File: src/rtl/reg_file_stream_reader_if.sv
// reg_file_stream_reader_if: command, register-file read port and output stream of the burst reader.
interface reg_file_stream_reader_if #(
  parameter int DATA_WIDTH = 16,
  parameter int REG_NUMBER = 8
);
  localparam int ADDR_W = $clog2(REG_NUMBER);
  logic                  cmd_valid;
  logic                  cmd_ready;
  logic [ADDR_W-1:0]     cmd_base;
  logic [ADDR_W:0]       cmd_len;
  logic                  rf_en_r;
  logic [ADDR_W-1:0]     rf_addr_r;
  logic [DATA_WIDTH-1:0] rf_data;
  logic                  m_valid;
  logic                  m_ready;
  logic [DATA_WIDTH-1:0] m_data;
  logic                  m_last;
  modport master (
    input  cmd_valid, cmd_base, cmd_len, rf_data, m_ready,
    output cmd_ready, rf_en_r, rf_addr_r, m_valid, m_data, m_last
  );
  modport slave (
    output cmd_valid, cmd_base, cmd_len, rf_data, m_ready,
    input  cmd_ready, rf_en_r, rf_addr_r, m_valid, m_data, m_last
  );
endinterface

File: src/rtl/reg_file_stream_reader.sv
// reg_file_stream_reader: burst-reads consecutive register-file entries and streams them out
// through a 2-entry buffer that absorbs the 1-cycle read latency and downstream backpressure.
module reg_file_stream_reader #(
  parameter int DATA_WIDTH = 16,
  parameter int REG_NUMBER = 8
) (
  input  logic clk,
  input  logic rst_n,
  reg_file_stream_reader_if.master bus,
  output logic busy,
  output logic done
);
  localparam int ADDR_W = $clog2(REG_NUMBER);
  localparam logic [ADDR_W:0] RN = (ADDR_W+1)'(REG_NUMBER);
  localparam logic [ADDR_W:0] ONE = (ADDR_W+1)'(1);
  localparam logic [ADDR_W-1:0] LAST = ADDR_W'(REG_NUMBER - 1);
  typedef enum logic [1:0] {IDLE, READ, DRAIN} state_t;
  state_t                state;
  logic [ADDR_W:0]       remaining;
  logic [ADDR_W:0]       len_c;
  logic [ADDR_W-1:0]     nxt_addr;
  logic [ADDR_W-1:0]     addr_q;
  logic [1:0]            count;
  logic                  wr_ptr;
  logic                  rd_ptr;
  logic                  inflight_q;
  logic                  inflight_last_q;
  logic                  pop;
  logic                  accept;
  logic                  last_pop;
  logic [2:0]            occ;
  logic [DATA_WIDTH:0]   buf_q [2];
  assign accept = bus.cmd_valid && state == IDLE;
  assign len_c = bus.cmd_len > RN ? RN : bus.cmd_len;
  assign pop = bus.m_valid && bus.m_ready;
  assign last_pop = state == DRAIN && pop && bus.m_last;
  // occupancy the buffer would have after this cycle's pop, counting the read already in flight
  assign occ = {1'b0, count} + {2'b0, inflight_q} - {2'b0, pop};
  assign bus.rf_en_r = state == READ && remaining != '0 && occ < 3'd2;
  assign bus.rf_addr_r = bus.rf_en_r ? nxt_addr : addr_q;
  assign bus.cmd_ready = state == IDLE;
  assign busy = state != IDLE;
  assign bus.m_valid = count != 2'd0;
  assign {bus.m_last, bus.m_data} = buf_q[rd_ptr];
  always_ff @(posedge clk or negedge rst_n) begin
    if (!rst_n) begin
      state <= IDLE;
      remaining <= '0;
      nxt_addr <= '0;
      addr_q <= '0;
      count <= 2'd0;
      wr_ptr <= 1'b0;
      rd_ptr <= 1'b0;
      inflight_q <= 1'b0;
      inflight_last_q <= 1'b0;
      buf_q[0] <= '0;
      buf_q[1] <= '0;
      done <= 1'b0;
    end else begin
      done <= (accept && len_c == '0) || last_pop;
      inflight_q <= bus.rf_en_r;
      inflight_last_q <= bus.rf_en_r && remaining == ONE;
      count <= count + {1'b0, inflight_q} - {1'b0, pop};
      if (inflight_q) begin
        buf_q[wr_ptr] <= {inflight_last_q, bus.rf_data};
        wr_ptr <= !wr_ptr;
      end
      if (pop) rd_ptr <= !rd_ptr;
      if (accept) begin
        nxt_addr <= bus.cmd_base;
        remaining <= len_c;
        if (len_c != '0) state <= READ;
      end
      if (bus.rf_en_r) begin
        addr_q <= nxt_addr;
        nxt_addr <= nxt_addr == LAST ? '0 : nxt_addr + 1'b1;
        remaining <= remaining - 1'b1;
        if (remaining == ONE) state <= DRAIN;
      end
      if (last_pop) state <= IDLE;
    end
  end
endmodule

File: src/flat_wrapper.sv
// flat-port wrapper written by rule: the top's interface ports become plain ports
module reg_file_stream_reader_flat 
#(
  parameter int DATA_WIDTH = 16,
  parameter int REG_NUMBER = 8
)
  (clk, rst_n, busy, done, bus_cmd_valid, bus_cmd_base, bus_cmd_len, bus_rf_data, bus_m_ready, bus_cmd_ready, bus_rf_en_r, bus_rf_addr_r, bus_m_valid, bus_m_data, bus_m_last);
  reg_file_stream_reader_if #(.DATA_WIDTH(DATA_WIDTH), .REG_NUMBER(REG_NUMBER)) bus_i ();
  input  logic clk;
  input  logic rst_n;
  output logic busy;
  output logic done;
  input wire logic [$bits(bus_i.cmd_valid)-1:0] bus_cmd_valid;
  input wire logic [$bits(bus_i.cmd_base)-1:0] bus_cmd_base;
  input wire logic [$bits(bus_i.cmd_len)-1:0] bus_cmd_len;
  input wire logic [$bits(bus_i.rf_data)-1:0] bus_rf_data;
  input wire logic [$bits(bus_i.m_ready)-1:0] bus_m_ready;
  output wire logic [$bits(bus_i.cmd_ready)-1:0] bus_cmd_ready;
  output wire logic [$bits(bus_i.rf_en_r)-1:0] bus_rf_en_r;
  output wire logic [$bits(bus_i.rf_addr_r)-1:0] bus_rf_addr_r;
  output wire logic [$bits(bus_i.m_valid)-1:0] bus_m_valid;
  output wire logic [$bits(bus_i.m_data)-1:0] bus_m_data;
  output wire logic [$bits(bus_i.m_last)-1:0] bus_m_last;
  assign bus_i.cmd_valid = bus_cmd_valid;
  assign bus_i.cmd_base = bus_cmd_base;
  assign bus_i.cmd_len = bus_cmd_len;
  assign bus_i.rf_data = bus_rf_data;
  assign bus_i.m_ready = bus_m_ready;
  assign bus_cmd_ready = bus_i.cmd_ready;
  assign bus_rf_en_r = bus_i.rf_en_r;
  assign bus_rf_addr_r = bus_i.rf_addr_r;
  assign bus_m_valid = bus_i.m_valid;
  assign bus_m_data = bus_i.m_data;
  assign bus_m_last = bus_i.m_last;
  reg_file_stream_reader #(.DATA_WIDTH(DATA_WIDTH), .REG_NUMBER(REG_NUMBER)) u_core (.clk(clk), .rst_n(rst_n), .bus(bus_i), .busy(busy), .done(done));
endmodule
File: config.mk
export PLATFORM = sky130hd
export DESIGN_NAME = reg_file_stream_reader_flat
export DESIGN_NICKNAME = d
export VERILOG_FILES = /design/src/rtl/reg_file_stream_reader_if.sv /design/src/rtl/reg_file_stream_reader.sv /design/src/flat_wrapper.sv
export SDC_FILE = /design/constraint.sdc
export NUM_CORES = 1
export LEC_CHECK = 0
export ABC_AREA = 1
export CAP_MARGIN = 20
export CORE_MARGIN = 4
export CORE_UTILIZATION = 53
export CTS_BUF_LIST = sky130_fd_sc_hd__clkbuf_2
export DETAILED_ROUTE_END_ITERATION = 10
export PLACE_DENSITY = 0.82
export SLEW_MARGIN = 20
export SYNTH_ARGS = -nofsm -noshare
export SYNTH_HDL_FRONTEND = slang
export SYNTH_SLANG_ARGS = --single-unit
File: constraint.sdc
create_clock -name clk -period 3.83 [get_ports clk]
set_input_delay 0.766 -clock clk [delete_from_list [all_inputs] [get_ports clk]]
set_output_delay 0.766 -clock clk [all_outputs]
set_load 0.02 [all_outputs]
==> qor.csv, run 1 <==
stage,metric,value,unit
status,run_status,"complete, no violations",
detailed_routing,dr_wl_met2,2660,um
detailed_routing,ant_nets,0,
detailed_routing,dr_wl_met3,223,um
floorplan,top_level_ports,52,
detailed_routing,drt_iter0_markers,134,
global_route,grt_max_degree,36,
logic_synthesis,yosysTopAreaCellShare,53.2,%
cts,cts_made_buffers,5,
critical_path,cpPeakStageDelay,0.53,ns
logic_synthesis,syn_area_per_cell,8.06,um^2
floorplan,core.rowCount,24,
global_route,grt_pass1_wl,9160,um
timing,finalWorstSetupSlack,0.169,ns
cts,clk_pin_slew,0.27,ns
timing,setup_violations,0,
cts,worstSkewPairLatency,0.44,ns
cts,htreeDepth,2,
timing,hold_slack,0.242,ns
critical_path,criticalPathCategory,reg -> out,
power_and_ir_drop,p_leak,1.66,nW
cells_and_area,seqCellArea,0.00133,mm^2
cells_and_area,final_common_cell,nand2_1,
logic_synthesis,syn_area,0.00249,mm^2
cells_and_area,multi_input_area,988,um^2
timing,skew,0.0248,ns
cells_and_area,final_cell_mix,"125 x nand2_1, 52 x dfrtp_1, 45 x clkdlybuf4s50_1",
logic_synthesis,ys.warnings.count,0,
timing,min_period_over_period,95.6,%
critical_path,cp-end-kind,output pin,
critical_path,start_kind,flip-flop,
placement,placed_cell_area,0.00306,mm^2
critical_path,cp-startpoint,u_core.count[0]$_DFF_PN0_,
worst_hold_path,min_path_type,in -> async,
timing,worst_pin_slew,0.981,ns
floorplan,die_area,0.00586,mm^2
logic_synthesis,async_flop_share,100,%
cells_and_area,drive_above_1_share,10.1,%
cts,cts_buffer_depth,2,
logic_synthesis,synth_area_leaders,"dfrtp_1 53%, nand2_1 20%, o21ai_0 7.6%",
timing,period_minus_slack,3.66,ns
logic_synthesis,synth_edf_count,0,
detailed_routing,drt-vias-per-instance,4.98,
power_and_ir_drop,finalPower,2.70,mW
cells_and_area,nFillCells,370,
cells_and_area,final_area,0.00315,mm^2
cts,holdBufCountCts,0,
detailed_routing,wirelength,5210,um
floorplan,design.core.area,0.00444,mm^2
global_route,antenna_found_initial,0,
critical_path,r2r_start,u_core.count[0]$_DFF_PN0_,
global_route,grt_use_total,19.1,%
logic_synthesis,yosys_most_used_dff,dfrtp_1,
logic_synthesis,synth_cells,309,
timing,maxSlewViolCount,0,
logic_synthesis,ys_ff_latch,53,
power_and_ir_drop,power-per-cell-area,857,mW/mm^2
detailed_routing,first_pass_iters,4,
cells_and_area,instances_no_fill,418,
run,maxCapViolations,0,
detailed_routing,m1WireLength,2240,um
floorplan,die_x,76.6,um
global_route,grt_pass1_vias,2089,
timing,fmax,0.273,GHz
placement,portBuffers,51,
placement,place_ws,-0.435,ns
detailed_routing,wl_per_cell,12.5,um
placement,dpl.hpwl,3730,um
cells_and_area,final_core_util,70.8,%
critical_path,critical_path_required,3.06,ns
cts,cts_num_sinks,53,
critical_path,critical_path.cell_chain,"o21a_1, ha_1, inv_1, ha_2, inv_2, fa_1, nand2_1, nor2_2, nand2_2, nor2_4, nand2_1, nand2_2, buf_6",
placement,gp_congestion,0.790,
critical_path,cp_slowest_cell,fa_1,
detailed_routing,top_layer,met4,
cells_and_area,nets,400,
cts,cts_root_buf,clkbuf_2,
critical_path,path_max_fanout,5,
timing,hold_violations,0,
cells_and_area,area_growth,26.3,%
floorplan,die_h,76.6,um
critical_path,arrival,2.89,ns
timing,tns,0,ns
power_and_ir_drop,ir_worst_vdd,594,uV
detailed_routing,vias,2083,
floorplan,floorplan.initialDensity,56.1,%
placement,placed_cells,408,
logic_synthesis,synth_cell_types,25,
timing,max_slew_margin,34.6,%
cells_and_area,num_antenna_cells,0,
logic_synthesis,synth_fp_nets,344,
detailed_routing,drcViolationCount,0,
global_route,grt_overflow,0,
logic_synthesis,ys_seq_area_share,53.2,%
cts,cts_tree,done,
logic_synthesis,synth_area_leader_cell,dfrtp_1,
[path summary, 6_finish.rpt]
path / depth (start not counted) / slack (ns) / to
max in group asynchronous: 2 / 2.78 / u_core.buf_q[0]$_DFFE_PN0P_
worst min-delay path: 1 / 0.24 / u_core.buf_q[3]$_DFFE_PN0P_
min in group clk: 2 / 0.52 / u_core.buf_q[19]$_DFFE_PN0P_
worst min register to register: 2 / 0.52 / u_core.buf_q[19]$_DFFE_PN0P_
worst max register to register: 15 / 1.15 / u_core.nxt_addr[0]$_DFFE_PN0P_
worst max-delay path: 13 / 0.17 / bus_rf_addr_r[0]
[cells by family (layout without fill, tap and decap cells)]
family                     Yosys count  in the layout  synth area share [%]
xor gates and xnor gates             2              2                 0.703
and+or+nand+nor                    156            156                  25.3
adders and majority gates            8              8                  4.32
buffers and inverters               49            106                  8.09
DFF                                 53             53                  53.2
AOI/OAI and AO/OA                   41             41                  8.34
[per-layer routing]
metal / up-vias / GRT usage (%)
li1: 1061 / -
met1: 954 / 23.6
met2: 57 / 32.8
met3: 11 / 3.90
met4: 0 / 7.25
met5: - / 0
[flip-flops by register name (all words and copies together), names as in the netlist]
register,cells
u_core.inflight_last_q,1
u_core.done,1
u_core.addr_q,3
u_core.buf_q,34
u_core.rd_ptr,1
u_core.count,2
u_core.state,2
u_core.inflight_q,1
u_core.nxt_addr,3
u_core.remaining,4
u_core.wr_ptr,1
[synthesized netlist by cell type (2+ instances only)]
cell type  count
buf_2          4
o21ai_0       38
nor2_1         8
ha_1           7
inv_1         37
xor2_1         2
nor2_4         2
dfrtp_1       53
nand2_1      131
nand3_1        9
clkbuf_1       4
[critical path: cells and delay by family (launching register included)]
| kind | cells | cell delay [ns] |
|---|---|---|
| simple gates | 6 | 0.69 |
| buf+inv | 3 | 0.21 |
| flops | 1 | 0.43 |
| compound gates | 1 | 0.20 |
| fa+ha+maj | 3 | 0.95 |
[area by class of cell]
type / instances / share of cell area, %
well taps: 52 / 2.07
flip-flops and latches: 53 / 42.2
clock inverters: 2 / 0.477
clock buffers: 6 / 0.954
repair buffers: 60 / 18.4
inverters: 38 / 4.53
multi-input cells: 207 / 31.4
[power breakdown]
| part | total, mW | internal (mW) | switching [mW] |
|---|---|---|---|
| clock network | 0.221 | 0.0470 | 0.174 |
| registers | 0.969 | 0.817 | 0.152 |
| logic | 1.51 | 0.660 | 0.848 |
| total | 2.70 | 1.52 | 1.17 |
[repair_timing]
action | 4_1_cts | 5_1_grt
endpoints found under the setup margin | 4 | 4
gates resized for setup | 15 | 19
pin swaps | 0 | 8
setup buffers | 0 | 2
(Power assumes the default switching activity.)
==> run 2, diff against run 1 <==
--- a/config.mk
+++ b/config.mk
@@ -5,13 +5,14 @@
 export SDC_FILE = /design/constraint.sdc
 export NUM_CORES = 1
 export LEC_CHECK = 0
-export ABC_AREA = 1
 export CAP_MARGIN = 20
+export CELL_PAD_IN_SITES_DETAIL_PLACEMENT = 0
+export CELL_PAD_IN_SITES_GLOBAL_PLACEMENT = 2
 export CORE_MARGIN = 4
-export CORE_UTILIZATION = 53
+export CORE_UTILIZATION = 36
 export CTS_BUF_LIST = sky130_fd_sc_hd__clkbuf_2
 export DETAILED_ROUTE_END_ITERATION = 10
-export PLACE_DENSITY = 0.82
+export PLACE_DENSITY = 0.85
 export SLEW_MARGIN = 20
 export SYNTH_ARGS = -nofsm -noshare
 export SYNTH_HDL_FRONTEND = slang
==> run 2 against run 1 <==
Sequential share of layout area decreased by 1.9 points. Clock skew increased by 0.0052 ns. Critical path depth is 2 lower.
==> qor.csv, run 2 <==
stage,metric,value,unit
cells_and_area,drive_above_1_share,39.1,%
placement,gp_congestion,0.778,
logic_synthesis,synth_area_leader_cell,dfrtp_1,
logic_synthesis,synth_most_common_cell,mux2_2,
detailed_routing,first_pass_iters,4,
global_route,grt_use_total,12.2,%
status,run_status,"complete, no violations",
cts,cts_made_buffers,5,
logic_synthesis,synth_common_cells,"56 x mux2_2, 53 x dfrtp_1, 8 x inv_1",
global_route,grt_overflow,0,
logic_synthesis,synth_cells,178,
cells_and_area,num_antenna_cells,0,
timing,maxSlewViolCount,0,
floorplan,floorplan.initialDensity,36.9,%
logic_synthesis,synth_edf_count,0,
floorplan,top_level_ports,52,
detailed_routing,wl_per_cell,14.4,um
global_route,grt_pass1_vias,1660,
power_and_ir_drop,ir_worst_vdd,448,uV
logic_synthesis,async_flop_share,100,%
critical_path,cp-end-kind,output pin,
logic_synthesis,syn_area_per_cell,14.1,um^2
timing,hold_violations,0,
logic_synthesis,synth_fp_nets,213,
logic_synthesis,synth_cell_types,38,
cts,htreeDepth,2,
cts,cts_buffer_depth,2,
placement,portBuffers,51,
power_and_ir_drop,p_leak,1.40,nW
floorplan,design.core.area,0.00679,mm^2
placement,dpl.hpwl,3460,um
floorplan,die_area,0.00837,mm^2
critical_path,arrival,3.00,ns
critical_path,path_max_fanout,6,
critical_path,cpPeakStageDelay,0.56,ns
timing,period_minus_slack,3.77,ns
floorplan,die_x,91.5,um
run,maxCapViolations,0,
critical_path,cp_slowest_cell,fa_2,
cells_and_area,top_register,u_core.buf_q,
cts,clk_pin_slew,0.28,ns
cts,cts_tree,done,
cts,holdBufCountCts,0,
logic_synthesis,ys.warnings.count,0,
global_route,grt_max_degree,36,
cells_and_area,final_cell_mix,"53 x mux2_2, 53 x dfrtp_1, 45 x clkdlybuf4s50_1",
cells_and_area,area_growth,31.3,%
cells_and_area,final_core_util,48.5,%
logic_synthesis,ys_ff_latch,53,
power_and_ir_drop,finalPower,3.10,mW
logic_synthesis,syn_area,0.00251,mm^2
global_route,antenna_found_initial,0,
critical_path,critical_path_required,3.06,ns
power_and_ir_drop,power-per-cell-area,942,mW/mm^2
logic_synthesis,yosysTopAreaCellShare,52.9,%
cells_and_area,top_regs,"u_core.buf_q: 34 flops, u_core.remaining: 4 flops",
cts,cts_num_sinks,53,
critical_path,start_kind,flip-flop,
logic_synthesis,ys_seq_area_share,52.9,%
detailed_routing,drcViolationCount,0,
timing,fmax,0.266,GHz
floorplan,die_h,91.5,um
logic_synthesis,yosys_most_used_dff,dfrtp_1,
floorplan,core.rowCount,30,
timing,worst_pin_slew,0.935,ns
detailed_routing,vias,1599,
critical_path,criticalPathCategory,reg -> out,
cts,cts_root_buf,clkbuf_2,
cells_and_area,largest_reg_flops,34,
cts,worstSkewPairLatency,0.44,ns
timing,skew,0.0300,ns
global_route,grt_pass1_wl,8140,um
detailed_routing,drt_iter0_markers,39,
detailed_routing,ant_nets,0,
timing,max_slew_margin,37.4,%
logic_synthesis,synth_area_leaders,"dfrtp_1 53%, mux2_2 25%, ha_1 3.5%",
timing,min_period_over_period,98.3,%
critical_path,critical_path.cell_chain,"o21a_1, ha_1, inv_1, ha_2, inv_2, fa_2, nand3b_4, nor3_4, buf_12, mux2_4, buf_6",
detailed_routing,wirelength,4880,um
cells_and_area,nFillCells,650,
cells_and_area,nets,277,
worst_hold_path,min_path_type,in -> async,
detailed_routing,drt-vias-per-instance,4.72,
timing,rsz0062_at_grt,true,
timing,setup_violations,0,
## run 2: cell types whose count changed after synthesis, sizes merged, moves of 6 or more
cell   previous run  this run
nand2           132         3
nand3            10         0
mux2              0        56
o21ai            39         1
inv              37         8
nor2             11         5
## run 2: layout make-up
| class | count | area, um^2 | area share, % |
|---|---|---|---|
| flip-flops and latches | 53 | 1330 | 40.3 |
| multi-input cells | 112 | 1150 | 34.8 |
| repair buffers | 62 | 602 | 18.3 |
| well taps | 96 | 120 | 3.65 |
| clock inverters | 2 | 38.8 | 1.18 |
| clock buffers | 6 | 30.0 | 0.912 |
| inverters | 8 | 30.0 | 0.912 |
## run 2: layer usage
| metal | global-route usage (%) | vias up | wire length [um] |
|---|---|---|---|
| met2 | 19.2 | 44 | 2240 |
| met4 | 4.40 | 0 | 82 |
| li1 | - | 765 | - |
| met1 | 16.4 | 784 | 2280 |
| met3 | 2.90 | 6 | 282 |
| met5 | 0 | - | 0 |
## run 2: logic make-up (layout without fill, tap and decap cells)
kind of cell	count (synthesis)	count (layout)	synth area share, %
adder cells (fa/ha/maj)	8	8	4.29
multiplexers	58	58	25.9
XOR/XNOR	4	4	1.70
AND/OR/NAND/NOR	31	31	9.28
flip-flops	53	53	52.9
AO/OA/AOI/OAI	11	11	3.74
buffers and inverters	13	78	2.19
## run 2: path summary, 6_finish.rpt
path                       slack (ns)                        start                              to  cells past startpoint
setup reg to reg                 1.14    u_core.count[1]$_DFF_PN0_  u_core.nxt_addr[2]$_DFFE_PN0P_                     12
max in group asynchronous        2.72                        rst_n    u_core.buf_q[24]$_DFFE_PN0P_                      2
hold reg to reg                  0.53  u_core.inflight_q$_DFF_PN0_       u_core.wr_ptr$_DFFE_PN0P_                      1
setup / recovery                 0.06    u_core.count[1]$_DFF_PN0_                bus_rf_addr_r[2]                     11
min in group clk                 0.53  u_core.inflight_q$_DFF_PN0_       u_core.wr_ptr$_DFFE_PN0P_                      1
hold / removal                   0.34                        rst_n    u_core.buf_q[11]$_DFFE_PN0P_                      1
## run 2: where the power goes
group	switching, mW	internal [mW]
clock	0.178	0.114
combinational	0.754	1.04
sequential	0.198	0.823
total	1.13	1.97
## run 2: metrics by stage
step / hold slack [ns] / area, um^2 / worst slack (ns) / setup TNS (ns) / cells
2_1_floorplan: 0.463 / 2510 / 0.118 / 0 / 178
3_3_place_gp: 0.482 / 3160 / -0.722 / -2.75 / 326
3_5_place_dp: 0.486 / 3160 / -0.776 / -2.91 / 326
4_1_cts: 0.348 / 3280 / -0.00987 / -0.0192 / 338
5_1_grt: 0.362 / 3290 / -0.0766 / -0.225 / 339
6_report: 0.343 / 3290 / 0.0637 / 0 / 339
## run 2: worst max-delay path: cells and delay by family (launching register included)
| kind | cells | cell delay [ns] |
|---|---|---|
| AND/OR/NAND/NOR | 2 | 0.26 |
| adder cells (fa/ha/maj) | 3 | 0.99 |
| multiplexers | 1 | 0.31 |
| buffers and inverters | 4 | 0.38 |
| flip-flops | 1 | 0.43 |
| AO/OA/AOI/OAI | 1 | 0.21 |
## run 2: repair_timing
action / 4_1_cts / 5_1_grt
setup endpoints to repair: 4 / 4
setup buffers: 4 / 1
pin swaps: 4 / 3
resized for setup: 30 / 1
